<file path="src/rtl/period_scheduler_if.sv">
// Configuration, time and status signals between the timer/seating logic and period_scheduler.
// The master drives table writes and time; the slave (the scheduler) returns period status.
interface period_scheduler_if #(
    parameter int NUM_PERIODS = 8,
    parameter int IW          = $clog2(NUM_PERIODS)
);
    logic          cfg_we;
    logic [IW-1:0] cfg_idx;
    logic [10:0]   cfg_start;
    logic [10:0]   cfg_end;
    logic          cfg_valid;
    logic          run;
    logic [10:0]   time_in;
    logic          day_rst;

    logic [IW-1:0] period_idx;
    logic          in_period;
    logic          period_start;
    logic          period_end;
    logic          break_active;
    logic          day_done;
    logic          cfg_err;

    modport master (
        output cfg_we, cfg_idx, cfg_start, cfg_end, cfg_valid, run, time_in, day_rst,
        input  period_idx, in_period, period_start, period_end, break_active, day_done, cfg_err
    );

    modport slave (
        input  cfg_we, cfg_idx, cfg_start, cfg_end, cfg_valid, run, time_in, day_rst,
        output period_idx, in_period, period_start, period_end, break_active, day_done, cfg_err
    );
endinterface

</file>
<file path="src/rtl/period_scheduler.sv">
// Walks a programmable table of {start,end} class periods against the live {hour,min} word
// and reports the current period, start/end pulses, break and day-done status.
module period_scheduler #(
    parameter int NUM_PERIODS = 8,
    parameter int IW          = $clog2(NUM_PERIODS)
) (
    input  logic              clk,
    input  logic              rst,
    period_scheduler_if.slave bus
);
    typedef enum logic [1:0] {
        S_IDLE,
        S_WAIT_START,
        S_IN_PERIOD,
        S_DAY_DONE
    } state_t;

    localparam logic [IW-1:0] LAST_IDX = IW'(NUM_PERIODS - 1);

    logic [10:0]            r_start [NUM_PERIODS];
    logic [10:0]            r_end   [NUM_PERIODS];
    logic [NUM_PERIODS-1:0] r_valid;

    state_t        r_state;
    state_t        w_next_state;
    logic [IW-1:0] r_idx;
    logic [IW-1:0] w_next_idx;
    logic [IW-1:0] w_idx_inc;

    logic          r_in_period;
    logic          r_period_start;
    logic          r_period_end;
    logic          r_break_active;
    logic          r_day_done;
    logic          r_cfg_err;

    logic          w_cur_valid;
    logic          w_nxt_valid;
    logic          w_past_start;
    logic          w_past_end;
    logic          w_start_pulse;
    logic          w_end_pulse;
    logic          w_idx_oob;
    logic          w_wr_bad;
    logic          w_wr_ok;

    assign w_idx_inc    = r_idx + 1'b1;
    assign w_cur_valid  = r_valid[r_idx];
    assign w_nxt_valid  = (r_idx != LAST_IDX) && r_valid[w_idx_inc];
    assign w_past_start = bus.time_in >= r_start[r_idx];
    assign w_past_end   = bus.time_in >= r_end[r_idx];

    // Writes are only legal while idle, in range, and (for valid entries) with a non-empty window.
    assign w_idx_oob = {1'b0, bus.cfg_idx} >= (IW+1)'(NUM_PERIODS);
    assign w_wr_bad  = (r_state != S_IDLE) || w_idx_oob ||
                       (bus.cfg_valid && (bus.cfg_end <= bus.cfg_start));
    assign w_wr_ok   = bus.cfg_we && !w_wr_bad;

    always_ff @(posedge clk) begin
        if (rst) begin
            r_valid <= '0;
        end else if (w_wr_ok) begin
            r_valid[bus.cfg_idx] <= bus.cfg_valid;
        end
    end

    always_ff @(posedge clk) begin
        if (!rst && w_wr_ok) begin
            r_start[bus.cfg_idx] <= bus.cfg_start;
            r_end[bus.cfg_idx]   <= bus.cfg_end;
        end
    end

    always_comb begin
        w_next_state  = r_state;
        w_next_idx    = r_idx;
        w_start_pulse = 1'b0;
        w_end_pulse   = 1'b0;
        if (!bus.run) begin
            w_next_state = S_IDLE;
            w_next_idx   = '0;
        end else if (r_state == S_IDLE) begin
            w_next_state = S_WAIT_START;
            w_next_idx   = '0;
        end else if (bus.day_rst) begin
            // Day rollover truncates any running period.
            w_next_state = S_WAIT_START;
            w_next_idx   = '0;
            w_end_pulse  = (r_state == S_IN_PERIOD);
        end else begin
            case (r_state)
                S_WAIT_START: begin
                    if (!w_cur_valid) begin
                        w_next_state = S_DAY_DONE;
                    end else if (w_past_end) begin
                        if (r_idx == LAST_IDX) begin
                            w_next_state = S_DAY_DONE;
                        end else begin
                            w_next_idx = w_idx_inc;
                        end
                    end else if (w_past_start) begin
                        w_next_state  = S_IN_PERIOD;
                        w_start_pulse = 1'b1;
                    end
                end
                S_IN_PERIOD: begin
                    if (w_past_end) begin
                        w_end_pulse = 1'b1;
                        if (w_nxt_valid) begin
                            w_next_state = S_WAIT_START;
                            w_next_idx   = w_idx_inc;
                        end else begin
                            w_next_state = S_DAY_DONE;
                        end
                    end
                end
                default: begin
                    w_next_state = r_state;
                end
            endcase
        end
    end

    // Outputs are registered from the next-state decode so they track the state register.
    always_ff @(posedge clk) begin
        if (rst) begin
            r_state        <= S_IDLE;
            r_idx          <= '0;
            r_in_period    <= 1'b0;
            r_period_start <= 1'b0;
            r_period_end   <= 1'b0;
            r_break_active <= 1'b0;
            r_day_done     <= 1'b0;
            r_cfg_err      <= 1'b0;
        end else begin
            r_state        <= w_next_state;
            r_idx          <= w_next_idx;
            r_in_period    <= (w_next_state == S_IN_PERIOD);
            r_period_start <= w_start_pulse;
            r_period_end   <= w_end_pulse;
            r_break_active <= (w_next_state == S_WAIT_START) && (w_next_idx != '0);
            r_day_done     <= (w_next_state == S_DAY_DONE);
            r_cfg_err      <= bus.cfg_we && w_wr_bad;
        end
    end

    assign bus.period_idx   = r_idx;
    assign bus.in_period    = r_in_period;
    assign bus.period_start = r_period_start;
    assign bus.period_end   = r_period_end;
    assign bus.break_active = r_break_active;
    assign bus.day_done     = r_day_done;
    assign bus.cfg_err      = r_cfg_err;
endmodule

</file>
<file path="src/flat_wrapper.sv">
// flat-port wrapper written by rule: the top's interface ports become plain ports
module period_scheduler_flat 
#(
    parameter int NUM_PERIODS = 8,
    parameter int IW          = $clog2(NUM_PERIODS)
)
  (clk, rst, bus_cfg_we, bus_cfg_idx, bus_cfg_start, bus_cfg_end, bus_cfg_valid, bus_run, bus_time_in, bus_day_rst, bus_period_idx, bus_in_period, bus_period_start, bus_period_end, bus_break_active, bus_day_done, bus_cfg_err);
  period_scheduler_if #(.NUM_PERIODS(NUM_PERIODS), .IW(IW)) bus_i ();
  input  logic clk;
  input  logic rst;
  input wire logic [$bits(bus_i.cfg_we)-1:0] bus_cfg_we;
  input wire logic [$bits(bus_i.cfg_idx)-1:0] bus_cfg_idx;
  input wire logic [$bits(bus_i.cfg_start)-1:0] bus_cfg_start;
  input wire logic [$bits(bus_i.cfg_end)-1:0] bus_cfg_end;
  input wire logic [$bits(bus_i.cfg_valid)-1:0] bus_cfg_valid;
  input wire logic [$bits(bus_i.run)-1:0] bus_run;
  input wire logic [$bits(bus_i.time_in)-1:0] bus_time_in;
  input wire logic [$bits(bus_i.day_rst)-1:0] bus_day_rst;
  output wire logic [$bits(bus_i.period_idx)-1:0] bus_period_idx;
  output wire logic [$bits(bus_i.in_period)-1:0] bus_in_period;
  output wire logic [$bits(bus_i.period_start)-1:0] bus_period_start;
  output wire logic [$bits(bus_i.period_end)-1:0] bus_period_end;
  output wire logic [$bits(bus_i.break_active)-1:0] bus_break_active;
  output wire logic [$bits(bus_i.day_done)-1:0] bus_day_done;
  output wire logic [$bits(bus_i.cfg_err)-1:0] bus_cfg_err;
  assign bus_i.cfg_we = bus_cfg_we;
  assign bus_i.cfg_idx = bus_cfg_idx;
  assign bus_i.cfg_start = bus_cfg_start;
  assign bus_i.cfg_end = bus_cfg_end;
  assign bus_i.cfg_valid = bus_cfg_valid;
  assign bus_i.run = bus_run;
  assign bus_i.time_in = bus_time_in;
  assign bus_i.day_rst = bus_day_rst;
  assign bus_period_idx = bus_i.period_idx;
  assign bus_in_period = bus_i.in_period;
  assign bus_period_start = bus_i.period_start;
  assign bus_period_end = bus_i.period_end;
  assign bus_break_active = bus_i.break_active;
  assign bus_day_done = bus_i.day_done;
  assign bus_cfg_err = bus_i.cfg_err;
  period_scheduler #(.NUM_PERIODS(NUM_PERIODS), .IW(IW)) u_core (.clk(clk), .rst(rst), .bus(bus_i));
endmodule
</file>
<file path="config.mk">
export PLATFORM = sky130hd
export DESIGN_NAME = period_scheduler_flat
export DESIGN_NICKNAME = d
export VERILOG_FILES = /design/src/rtl/period_scheduler_if.sv /design/src/rtl/period_scheduler.sv /design/src/flat_wrapper.sv
export SDC_FILE = /design/constraint.sdc
export NUM_CORES = 1
export LEC_CHECK = 0
export CORE_MARGIN = 5
export CORE_UTILIZATION = 45
export DETAILED_ROUTE_END_ITERATION = 10
export PLACE_DENSITY = 0.68
export SETUP_SLACK_MARGIN = 0.1
export SLEW_MARGIN = 10
export SYNTH_ARGS = -nofsm -noshare
export SYNTH_HDL_FRONTEND = slang
export SYNTH_SLANG_ARGS = --single-unit
</file>
<file path="constraint.sdc">
create_clock -name clk -period 10 [get_ports clk]
set_input_delay 2 -clock clk [delete_from_list [all_inputs] [get_ports clk]]
set_output_delay 2 -clock clk [all_outputs]
set_load 0.02 [all_outputs]
</file>
==> run metrics, run 1 <==
hold_buf cts 0; Post-CTS Repair Setup Buffers 0; CP Data Required Time between 10 and 15 ns; static leakage about 0.0034 uW; Setup Crit Path Kind input pin to register; std cell rows 50; r2r endpoint u_core.bus.break_active$_SDFF_PP0_; Min-Delay Path Class register to register; drt first pass iters 5; input/output buffers 50; hold_sp u_core.r_valid[7]$_SDFFE_PP0P_; Clk Latency, worst-skew pair ~0.44 ns; Setup TNS 0 ns; first-pass GRT wire length roughly 28000 um; total die area 0.0220 mm2; Max Freq 179 MHz; # clock sinks roughly 200; FF-to-FF Start u_core.bus.period_idx[0]$_SDFF_PP0_; Layout fillers approximately 1500; Die Wd 148 um; number of max-cap violations 0; number of flops mapped to enable cells by yosys about 180; initial antenna violation count 0; status complete, no violations; Reg area about 0.0057 mm2; Worst-path clk slew ~0.070 ns; vias in the first global route about 4800; routability cong. 0.866; async set-reset flop share out of synthesis 0%; Congestion Overflow GR 0; maximum VDD drop 0.129 mV; Period Utilization, post-route a little under three fifths; Synth-to-Final Area Change 16.2%; vias per inst approximately 5.8; PwrDens roughly 170 mW/mm2; RSZ-0062 raised after global routing false; DR DRC count 0; Ys Warns 0; FF-to-FF path depth 11; worst path arrival time ~5.7 ns; WL final ~18000 um; Final Max Slew Viols 0; Routed Antenna Nets 0; Die Y 148 um; # diodes 0; htree depth 4; final hold violations 0; Area after DPL approximately 0.0094 mm2; hold depth 2; number of library cell types mapped by synthesis 59; largest area contributor in the netlist edfxtp_1; starting density of the core a little under half; Mapped Cells around 500; GRT Total Usage between 10% and 20%; Yosys top cell area share between 60% and 70%; minimum clock period ~5.6 ns; Yosys reg bits between 150 and 200; R2R setup slack around 5.9 ns; Final Setup Violations 0; Top FF cell, synth edfxtp_1; Synth Cell Area between 0.008 and 0.009 mm2; multi-input logic area 0.00279 mm2; core area approximately 0.019 mm2; syn avg cell area between 15 and 20 um2; Mapped Nets around 580; # nets final approximately 640; largest net degree at the start of global routing 52; per-cell routed wire length 22.7 um; CP max FO 13; DPL Wire Length 11900 um; top cells by area, synth edfxtp_1 61%, mux4_2 12%, ha_1 5.7%, dfxtp_1 4.4%, mux2i_1 3.7%; Max Root-Sink Buffers 2; max_slew headroom around 18%; I/O pins approximately 50; Vias approximately 4700; measured slew at the worst slew-check pin between 1 and 1.5 ns; drt initial violations 387; root buffer cell clkbuf_16; CTS Buf Count 17; CP endpoint kind register; CTS tree done; Setup crit start kind input pin; post-synthesis sequential area ratio between 60 and 70%; Max Clock Skew between 0.009 and 0.01 ns; post_cts resized 0; Hold EP u_core.r_valid[7]$_SDFFE_PP0P_; share of cells above drive strength 1 ~20%; fin area roughly 0.01 mm2
## sequential cells by signal, summed over array words and instances, names as in the netlist, 2 cells and up
| name | cells |
|---|---|
| u_core.r_end | 88 |
| u_core.r_start | 88 |
| u_core.r_valid | 8 |
| u_core.bus.period_idx | 3 |
| u_core.r_state | 2 |
## routing by layer
| metal | vias up | GRT usage, % | wire (um) |
|---|---|---|---|
| li1 | 2107 | - | - |
| met1 | 2387 | 24.0 | 7950 |
| met2 | 135 | 27.4 | 8770 |
| met3 | 24 | 3.66 | 1040 |
| met4 | 0 | 5.82 | 368 |
| met5 | - | 0 | 0 |
## layout make-up
class | instances | share of cell area, %
Inverter | 24 | 0.899
Clock inverter | 14 | 1.79
Clock buffer | 17 | 4.25
Multi-Input combinational cell | 256 | 27.8
Tap cell | 234 | 2.92
Sequential cell | 195 | 56.6
Timing Repair Buffer | 60 | 5.74
## cells by family (layout without fill, tap and decap cells)
logic type               Yosys count  in the layout  synth area share [%]
AO/OA/AOI/OAI                     51             51                  4.43
adder cells (fa/ha/maj)           39             39                  5.66
buffers and inverters             43            115                  2.35
flip-flops                       195            195                  65.7
multiplexers                      82             82                  16.6
AND/OR/NAND/NOR                   84             84                  5.18
## critical path: stages
cell	delay, ns
clkdlybuf4s50_1	0.65
inv_1	0.10
ha_1	0.29
and4_1	0.22
nand2_1	0.11
o31ai_1	0.09
a21oi_1	0.19
nand3_1	0.44
or3_1	0.58
nor2_2	0.68
buf_4	0.34
## worst max-delay path by stage
stage,from,to,slack [ns]
after global placement,bus_cfg_start[10],u_core.r_end[4][1]$_DFFE_PP_,4.16
final,bus_cfg_start[10],u_core.r_end[4][3]$_DFFE_PP_,4.41
after global routing,bus_cfg_start[2],u_core.r_end[4][3]$_DFFE_PP_,4.17
after CTS,bus_cfg_start[10],u_core.r_end[4][3]$_DFFE_PP_,4.45
after floorplan,bus_cfg_start[10],u_core.r_end[1][0]$_DFFE_PP_,4.20
after detailed placement,bus_cfg_start[10],u_core.r_end[4][6]$_DFFE_PP_,3.97
## cell usage after synthesis (2+ instances only)
master    instances
o21ai_2           5
a211oi_1          2
clkbuf_1          9
nand3_1           8
buf_6             2
edfxtp_1        176
inv_1            21
o21ai_1           3
buf_1             2
nand2_1          12
nand4_1           2
nor3_1           12
o31ai_1           2
a21o_1            8
ha_1             39
mux4_1            2
dfxtp_1          19
o211ai_1          5
nor2b_1           2
and3_1            2
mux4_2           45
o21ai_0           5
buf_2             4
nor2_1           21
a21oi_1           7
inv_2             2
mux2i_1          32
or3_1             3
nor4_1            6
nand2b_1          7
## where the power goes
part	internal, uW	switching, uW	leakage, uW
Sequential	894	2.04	0.00174
Combinational	33.1	47.8	0.00142
Clock	396	300	0.000287
Total	1320	350	0.00344
## cells in the final DEF (no fill, tap or decap), drive strengths merged, types with 8 or more instances in the layout
cell type      count
ha                39
mux2i             33
nand3              8
edfxtp           176
nor2              21
dfxtp             19
buf               10
inv               27
clkdlybuf4s50     50
nor3              13
mux4              47
clkbuf            17
nand2             13
o21ai             13
a21o               8
## metrics by stage
step                instances  setup slack, ns  utilization [%]  hold slack [ns]  power, uW
floorplan                 494             4.20                -            0.474        951
global placement          769             4.16             50.2            0.494        992
detailed placement        769             3.97             50.2            0.510        995
CTS                       800             4.45             53.4            0.528       1690
global route              800             4.17             53.4            0.558       1730
finish                    800             4.41             53.4            0.530       1670
No activity file was read; power rests on OpenSTA's default activity.
==> inputs of run 2 (changes only) <==
==> constraint.sdc (replaced) <==
create_clock -name clk -period 5.35 [get_ports clk]
set_input_delay 1.07 -clock clk [delete_from_list [all_inputs] [get_ports clk]]
set_output_delay 1.07 -clock clk [all_outputs]
set_load 0.02 [all_outputs]
==> run 2 against run 1 <==
  * Global-route usage is 0.15 points lower
  * Combinational power up 88%
  * Largest power group unchanged
  * Cell count grew 0.38%
  * Register-to-register slack lost 4.5 ns
  * Clock skew rose by 0.0011 ns
==> run metrics, run 2 (synthesis gave the netlist of run 1 again) <==
input/output buffers 50 (unchanged); Logic pwr share 5.0% (was 4.8%); fin area 0.0100 mm2 (about the same); Min-Delay Path Class register to register (unchanged); DPL Wire Length 11400 um (was 11900 um); Tot Pwr 3060 uW (was 1670 uW); Util after Layout 53.4% (about the same); DR WL met3 808 um (was 1040 um); share of cells above drive strength 1 20.2% (was 20.1%); root buffer cell clkbuf_16 (unchanged); Setup crit start kind input pin (unchanged); per-cell routed wire length 22.4 um (was 22.7 um); Period Utilization, post-route roughly 79%; Max Freq between 200 and 250 MHz; drt initial violations 379 (was 387); GRT Total Usage 17.1% (was 17.3%); DR DRC count 0 (unchanged); Routed Antenna Nets 0 (unchanged); routability cong. 0.872 (was 0.866); # diodes 0 (unchanged); Congestion Overflow GR 0 (unchanged); PwrDens 306 mW/mm2 (was 167 mW/mm2); # clock sinks 195 (unchanged); minimum clock period ~4.3 ns; CTS tree done (unchanged); wire length on met1 8030 um (was 7950 um); commonest non-fill, non-tap cell in the layout edfxtp_1 (unchanged); worst path arrival time 4.35 ns (was 5.72 ns); Area after DPL 0.00944 mm2 (was 0.00941 mm2); Sw Ratio 21.9% (was 20.9%); std cell rows 50 (unchanged); Largest regs u_core.r_end (88), u_core.r_start (88), u_core.r_valid (8) (unchanged); htree depth 4 (unchanged); R2R setup slack 1.39 ns (was 5.85 ns); CTS Buf Count 17 (unchanged); Net Sw Power 670 uW (was 350 uW); largest net degree at the start of global routing 47 (was 52); maximum VDD drop 0.249 mV (was 0.129 mV); Max Clock Skew 0.0110 ns (was 0.00996 ns); Hold EP u_core.r_valid[3]$_SDFFE_PP0P_ (was u_core.r_valid[7]$_SDFFE_PP0P_); CP endpoint kind register (unchanged); Clk Latency, worst-skew pair 0.43 ns (was 0.44 ns); hold depth 2 (unchanged); I/O pins 51 (unchanged); hold_buf cts 0 (unchanged); number of max-cap violations 0 (unchanged); Reg power frac 54.7% (was 53.6%); core area 0.0188 mm2 (unchanged); Setup TNS 0 ns (unchanged); Setup Crit Path Kind input pin to register (unchanged); CP Data Required Time 5.44 ns (was 10.13 ns); Top Layer Used met4 (unchanged); CP max FO 22 (was 13); final hold violations 0 (unchanged); WL final 18000 um (was 18100 um); Synth-to-Final Area Change 16.3% (was 16.2%); Die Wd 148 um (unchanged); # nets final 637 (was 635); FF-to-FF path depth 10 (was 11); Post-CTS Repair Setup Buffers 0 (unchanged); Max Root-Sink Buffers 2 (unchanged); starting density of the core 45.9% (unchanged); vias in the first global route 4818 (was 4764); vias per inst 5.72 (was 5.82); post_cts resized 0 (unchanged); Final Max Slew Viols 0 (unchanged); commonest non-fill, non-tap cells in the layout 176 x edfxtp_1, 50 x clkdlybuf4s50_1, 45 x mux4_2, 39 x ha_1, 32 x mux2i_1 (unchanged); max_slew headroom 39.7% (was 17.9%); first-pass GRT wire length 28000 um (was 28100 um); Clk pwr share 40.4% (was 41.6%); Final Setup Violations 0 (unchanged); Die Y 148 um (unchanged); FF-to-FF Start u_core.bus.period_idx[0]$_SDFF_PP0_ (unchanged); Worst-path clk slew 0.07 ns (about the same); Pint 2390 uW (was 1320 uW); r2r endpoint u_core.bus.break_active$_SDFF_PP0_ (unchanged); drt first pass iters 5 (unchanged); measured slew at the worst slew-check pin 0.905 ns (was 1.22 ns); total die area 0.0220 mm2 (unchanged); Vias 4595 (was 4653); WHS 0.519 ns (was 0.530 ns); RSZ-0062 raised after global routing false (unchanged); initial antenna violation count 0 (unchanged); static leakage 0.00345 uW (was 0.00344 uW); status complete, no violations (unchanged); metal2 WL 8990 um (was 8770 um); hold_sp u_core.r_valid[3]$_SDFFE_PP0P_ (was u_core.r_valid[7]$_SDFFE_PP0P_)
## run 2: cell types whose count changed in the layout (fill, tap and decap cells not counted), sizes merged
cell,before,now
clkinvlp,3,1
clkinv,5,8
buf,10,12
clkbuf,17,19
bufinv,3,1
## run 2: power by group through the flow
| stage | sequential (uW) | clock [uW] | combinational, uW |
|---|---|---|---|
| finish | 1670 | 1240 | 152 |
| global route | 1670 | 1330 | 166 |
| CTS | 1670 | 1260 | 152 |
| detailed placement | 1710 | 0 | 151 |
| global placement | 1710 | 0 | 147 |
| floorplan | 1710 | 0 | 68.3 |
## run 2: final cells by class
cell class	count	area, um2
Multi-Input combinational cell	256	2790
Timing Repair Buffer	62	603
Inverter	24	90.1
Tap cell	234	293
Clock inverter	13	149
Clock buffer	19	433
Sequential cell	195	5670
Fill cell	1523	8740
## run 2: through the flow
step                      setup slack [ns]  std cells
after CTS                             1.14        803
after floorplan                      0.482        494
after global routing                 0.872        803
after global placement               0.869        771
after detailed placement             0.701        771
final                                 1.10        803
## run 2: how the worst max path moves through the flow
| stage | startpoint | to | slack (ns) | cells after the start |
|---|---|---|---|---|
| after floorplan | bus_cfg_start[10] | u_core.r_end[1][0]$_DFFE_PP_ | 0.48 | 9 |
| after global placement | bus_cfg_start[10] | u_core.r_end[0][9]$_DFFE_PP_ | 0.87 | 11 |
| after detailed placement | bus_cfg_start[10] | u_core.r_start[0][9]$_DFFE_PP_ | 0.70 | 11 |
| after CTS | bus_cfg_start[10] | u_core.r_start[0][9]$_DFFE_PP_ | 1.14 | 11 |
| after global routing | bus_cfg_start[10] | u_core.r_start[0][5]$_DFFE_PP_ | 0.87 | 11 |
| final | bus_cfg_start[10] | u_core.r_start[0][9]$_DFFE_PP_ | 1.10 | 11 |
## run 2: metal layers
metal / vias up / track usage, %
li1: 2111 / -
met1: 2353 / 23.5
met2: 112 / 28.3
met3: 19 / 3.69
met4: 0 / 3.93
met5: - / 0
## run 2: worst max-delay path, cell delays in order
cell and delay [ns]:
clkdlybuf4s50_1 0.64, inv_1 0.12, ha_1 0.30, and4_1 0.22, nand2_1 0.12, o31ai_1 0.10
a21oi_1 0.20, nand3_1 0.43, or3_1 0.59, nor3_2 0.17, buf_4 0.37
